$ cat config.mk
export PLATFORM = sky130hd
export DESIGN_NAME = reg_port_ctrl
export DESIGN_NICKNAME = d
export VERILOG_FILES = /design/src/rtl/reg_port_ctrl.sv
export SDC_FILE = /design/constraint.sdc
export NUM_CORES = 1
export LEC_CHECK = 0
export BUFFER_PORTS_ARGS = -buffer_cell sky130_fd_sc_hd__buf_4
export CAP_MARGIN = 20
export CELL_PAD_IN_SITES_DETAIL_PLACEMENT = 1
export CELL_PAD_IN_SITES_GLOBAL_PLACEMENT = 2
export CORE_MARGIN = 8
export CORE_UTILIZATION = 26
export CTS_BUF_LIST = sky130_fd_sc_hd__clkbuf_4
export DETAILED_ROUTE_END_ITERATION = 8
export GPL_TIMING_DRIVEN = 0
export PLACE_DENSITY = 0.85
export SYNTH_ARGS = -nofsm -noshare
export SYNTH_HDL_FRONTEND = slang
export SYNTH_SLANG_ARGS = --single-unit
$ cat constraint.sdc
create_clock -name clk -period 3.06 [get_ports clk]
set_input_delay 0.459 -clock clk [delete_from_list [all_inputs] [get_ports clk]]
set_output_delay 0.459 -clock clk [all_outputs]
set_load 0.02 [all_outputs]
$ cat src/rtl/reg_port_ctrl.sv
// Register-file port initiator: serialises two-source operand reads and single
// writebacks onto one RegRead/RegWrite port. Optional macro: REGPORT_SAME_SRC_EN.
module reg_port_ctrl #(
  parameter int XLEN = 32,
  parameter int AW   = 5
) (
  input  logic            clk,
  input  logic            rst,
  input  logic            req_valid,
  output logic            req_ready,
  input  logic [AW-1:0]   req_rs1,
  input  logic [AW-1:0]   req_rs2,
  output logic            rsp_valid,
  input  logic            rsp_ready,
  output logic [XLEN-1:0] rsp_rs1_data,
  output logic [XLEN-1:0] rsp_rs2_data,
  input  logic            wb_valid,
  output logic            wb_ready,
  input  logic [AW-1:0]   wb_rd,
  input  logic [XLEN-1:0] wb_data,
  output logic            RegRead,
  output logic            RegWrite,
  output logic [AW-1:0]   regno,
  output logic [XLEN-1:0] wdata,
  input  logic [XLEN-1:0] rdata
);

  typedef enum logic [2:0] {IDLE, RD1, RD2, CAP2, RSP} state_t;

  state_t        state, state_nxt;
  logic [AW-1:0] rs1_q, rs2_q;
  logic          req_fire;

  function automatic logic [XLEN-1:0] zero_x0(input logic [AW-1:0] idx,
                                              input logic [XLEN-1:0] d);
    return (idx == '0) ? '0 : d;
  endfunction

  assign rsp_valid = (state == RSP);

  always_ff @(posedge clk or posedge rst) begin
    if (rst) state <= IDLE;
    else     state <= state_nxt;
  end

  // All port outputs are gated by rst so the port goes quiet the moment reset rises.
  always_comb begin
    state_nxt = state;
    req_ready = 1'b0;
    wb_ready  = 1'b0;
    RegRead   = 1'b0;
    RegWrite  = 1'b0;
    regno     = '0;
    wdata     = '0;
    req_fire  = 1'b0;
    if (!rst) begin
      if ((state == IDLE || state == RSP) && wb_valid) begin
        wb_ready = 1'b1;
        if (wb_rd != '0) begin
          RegWrite = 1'b1;
          regno    = wb_rd;
          wdata    = wb_data;
        end
      end
      case (state)
        IDLE: begin
          if (!wb_valid) begin
            req_ready = 1'b1;
            if (req_valid) begin
              req_fire  = 1'b1;
              state_nxt = RD1;
            end
          end
        end
        RD1: begin
          RegRead   = 1'b1;
          regno     = rs1_q;
          state_nxt = RD2;
`ifdef REGPORT_SAME_SRC_EN
          if (rs1_q == rs2_q) state_nxt = CAP2;
`endif
        end
        RD2: begin
          RegRead   = 1'b1;
          regno     = rs2_q;
          state_nxt = CAP2;
        end
        CAP2: state_nxt = RSP;
        RSP: begin
          if (rsp_ready) state_nxt = IDLE;
        end
        default: state_nxt = IDLE;
      endcase
    end
  end

  // rdata lags RegRead by one cycle: rs1 lands during RD2, rs2 during CAP2.
  always_ff @(posedge clk or posedge rst) begin
    if (rst) begin
      rs1_q        <= '0;
      rs2_q        <= '0;
      rsp_rs1_data <= '0;
      rsp_rs2_data <= '0;
    end else begin
      if (req_fire) begin
        rs1_q <= req_rs1;
        rs2_q <= req_rs2;
      end
      if (state == RD2) rsp_rs1_data <= zero_x0(rs1_q, rdata);
      if (state == CAP2) begin
        rsp_rs2_data <= zero_x0(rs2_q, rdata);
`ifdef REGPORT_SAME_SRC_EN
        if (rs1_q == rs2_q) rsp_rs1_data <= zero_x0(rs1_q, rdata);
`endif
      end
    end
  end

endmodule

After elaboration in Yosys (flattened, before gate mapping)
Index checks and enable logic that the tools add are counted.
Word-level totals
  bits of input ports: 84
  output and inout port bits: 106
  register bits after elaboration: 77
  word-level logic and storage cells: 48
Cells by class
  reductions and logical operators: 8
  bitwise gates (word level): 1
  eq/ne operators: 7
  multiplexer cells: 27
Operators by type and width (count)
  $mux W32: 5
  $mux W5: 3
  $pmux W3 S5: 1
  $mux W1: 14
  $logic_not A5 Y1: 2
  $pmux W5 S2: 1
  $mux W3: 3
  $eq A3 B2 Y1 const B: 2
  $reduce_bool A5 Y1: 1
  $ne A2 B2 Y1 const B: 2
  $reduce_and A4 Y1: 1
  $eq A3 B1 Y1 const B: 1
  $eq A3 B3 Y1 const B: 1
  $logic_not A3 Y1: 1
  $ne A2 B1 Y1 const B: 1
  $reduce_or A2 Y1: 1
  $logic_and A1 B1 Y1: 1
  $logic_or A1 B1 Y1: 1
  $not A1 Y1: 1

Logic depth before layout (Yosys ltp)
  depth in word-level cells: 6
  depth in mapped cells: 6
  gate-level depth less buffers: 3

Worst setup path before layout
OpenSTA, ideal clock, no wires.
  path kind: input -> output
  from: input port rst
  to: output port wdata[17]
  arrival time: 1.682 ns
  stages on the path: 5
  slack: 0.919 ns
  buffers on the path: 2
  cell sequence: buf_2 nor4b_4 o21a_4 buf_6 and2_4
On the way
  longest elaborated chain between the ends: 1
RTL lines
  start: declaration: RTL line 8  | input logic rst,
  $mux W32: RTL line 56  | if (!rst) begin
  end: declaration: RTL line 24  | output logic [XLEN-1:0] wdata,
Every way passes these cells.

Worst setup path in the final report
  from: register state[1]
  to: output port regno[0]
On the way
  longest elaborated chain between the ends: 6
  elaborated cells on any way between the ends: 9
  classes of those cells: eq/ne: 3; mux: 3; reduce/logical: 3
RTL lines
  start: declaration: RTL line 30  | state_t state, state_nxt;
  start signal: assignment: RTL line 43  | else state <= state_nxt;
  $eq A3 B3 Y1 / $logic_not A3 Y1 (equally long branches): RTL line 57  | if ((state == IDLE || state == RSP) && wb_valid) begin
  $logic_or A1 B1 Y1: RTL line 57
  $logic_and A1 B1 Y1: RTL line 57
  $mux W5: RTL line 57
  $pmux W5 S2 (*): RTL line 65  | case (state)
  $mux W5 (*): RTL line 56
  end: declaration: RTL line 23  | output logic [AW-1:0] regno,
Every way passes the cells marked *; elsewhere a longest branch is shown, timed or not.

==> flow_summary.toml <==
[outcome]
status = "complete, no violations"

[cts]
clk_latency_ns = 0.45
cts_tree = "done"
clockBufferDepth = 2
ctsResizeCount = 0
cts-root-buf = "clkbuf_4"
numClockSinks = 77
cts_max_level = 3
postCtsSetupBuffers = 0
ctsHoldBuffers = 0
numCtsBuffers = 9
clk_pin_slew_ns = 0.14

[worst_setup_path]
reg2reg_slack_ns = 1.27
critPathLaunchType = "flip-flop"
critPathMaxFanout = 10
cp.required_ns = 2.60
endpoint_kind = "primary output"
crit_type = "flip-flop to primary output"
arrival_ns = 2.14
r2r_cells = 4
timing.rr.start = "rs1_q[1]"
reg2reg_to = "rsp_rs1_data[16]"

[pwr]
ir_drop_uv = 327
total_power_w = 0.00514
p_leak_nw = 2.71
p_per_area_nw_per_um2 = 957

[synthesis]
yosysWarnings = 0
yosys.area_share.simple_pct = 26.2
synthDistinctLibCells = 30
syn_inst = 384
syn-cell-area_sq_um = 3570
synth_top_family_by_area = "simple AND/OR/NAND/NOR gates"
synth_xor_xnor_area_share_pct = 0
avgSynthCellArea_sq_um = 9.30
synth-compound-area-share_pct = 12.1
synth-main-ff-cell = "dfrtp_1"
muxShareOfSynthArea_pct = 3.15
synth_edf_count = 0
synth_nets = 468
ys_ff_latch = 77
yosysSeqAreaShare_pct = 53.9
synth_fa_ha_area_share_pct = 0
synthArstFlopShare_pct = 100

[timing]
tightest_slew_ns = 0.530
setup_violations = 0
max_freq_ghz = 0.385
drv_slew = 0
fin_skew_ns = 0.0147
hold_viol = 0
slew_headroom_pct = 64.7
period_needed_ns = 2.60
post-route-period-util_pct = 84.8
fin_ws_ns = 0.464
rsz0062_at_grt = "false"

[finish]
area_growth_syn_to_layout_pct = 50.4
layout-drive-gt1-share_pct = 46.3
fin_area_sq_um = 5370
diodes = 0
nets = 668

[worst_hold_path]
hp-class = "primary input to asynchronous set/reset pin"

[floorplanning]
ioPinCount = 190
start_util_pct = 26.1
coreArea_sq_um = 13700
dieArea_sq_um = 17700
die_h_um = 133
die_w_um = 133
row_count = 43

[drt]
drc = 0
via_count = 3448
wl_um = 13500
vias_per_cell = 4.48
drt_iter0_markers = 113
ant_nets = 0
first_pass_iters = 4
routedWlPerCell_um = 17.6

[global_route]
antenna_found_initial = 0
grt_pass1_wl_um = 21800
gr-total-overflow = 0
grt_max_degree = 48
grt_use_total_pct = 15.6
first_global_vias = 3976

[placement]
routabilityCongestion = 0.798
portBuffers = 188
dp_slack_ns = 0.817
place_area_sq_um = 5240
dp_hpwl_um = 11000

[flow_run]
maxCapViolCount = 0
layout by cell type, fill, tap and decap left out, drive strengths merged:
master      n
a211o       1
a22oi       5
and2       32
and3b       1
buf       207
bufinv      1
clkbuf     17
clkinv      4
clkinvlp    2
dfrtp      77
inv         3
mux2       10
nand2     137
nand2b      2
nand3       1
nand3b      1
nor2        5
nor2b       1
nor3        2
nor3b       1
nor4b       1
o21a        1
o21ai      68
o22ai       5
or3b        1
or4         3
worst max-delay path, cell delays in order (launching register included):
cell and delay [ns]:
dfrtp_1 0.44, buf_2 0.20, nand2b_1 0.24, a211o_1 0.42, a22oi_1 0.21, buf_4 0.19
power by group:
part           internal (W)  switching [W]
Sequential          0.00149       0.000310
Clock              0.000243       0.000374
Combinational       0.00113        0.00159
cell usage after synthesis, types with 2 or more instances:
master / number / area share (%)
a22oi_1: 5 / 1.1
and2_1: 3 / 0.53
and2_4: 29 / 7.1
buf_2: 12 / 1.7
buf_4: 3 / 0.63
buf_6: 3 / 0.95
clkbuf_1: 4 / 0.42
clkbuf_2: 4 / 0.56
dfrtp_1: 77 / 54
inv_1: 3 / 0.32
mux2_2: 10 / 3.2
nand2_1: 137 / 14
nand2b_1: 2 / 0.35
nor2_1: 3 / 0.32
nor2_2: 2 / 0.35
nor3_1: 2 / 0.28
o21ai_0: 46 / 6.4
o21ai_1: 22 / 3.1
o22ai_1: 5 / 0.88
or4_1: 2 / 0.42
state kept, by name, summed over array words and instances (netlist names):
signal and count:
state 3, rs2_q 5, rsp_rs1_data 32, rsp_rs2_data 32, rs1_q 5
logic make-up after synthesis:
kind of cell | Yosys count
AND/OR/NAND/NOR | 188
flip-flops | 77
multiplexers | 10
AO/OA/AOI/OAI | 80
buffers and inverters | 29
through the flow:
step	hold slack [ns]	instances	util (%)	setup TNS, ns
6_report	0.0766	769	39.3	0
5_1_grt	0.0760	769	39.3	0
4_1_cts	0.0449	769	39.3	0
3_5_place_dp	0.478	753	38.3	0
3_3_place_gp	0.465	752	38.1	-40.20
2_1_floorplan	0.494	384	-	0
per-layer routing:
metal,up-vias,track usage [%],share of wire [%]
met1,1643,15.9,38
met3,16,7.87,11
li1,1651,-,-
met2,138,26.9,50
met4,0,5.80,1.5
met5,-,0,0
layout make-up:
cell class              instances  area [sq um]
plain buffers                  26           151
clock inverters                 7          66.3
clock buffers                   9          67.6
multi-input cells             278          1480
fillers                      1641          8290
inverters                       3          13.8
flip-flops and latches         77          1930
well taps                     180           225
repair buffers                189          1440
worst max path at each step:
stage | from | end | slack [ns]
final | state[1] | regno[0] | 0.46
after global routing | state[1] | regno[0] | 0.33
after CTS | state[1] | regno[0] | 0.39
after detailed placement | wb_rd[2] | wdata[3] | 0.82
after global placement | rst | rsp_rs1_data[21] | -0.53
after floorplan | rst | rs1_q[0] | 0.46
Power figures use the tool's default switching activity.
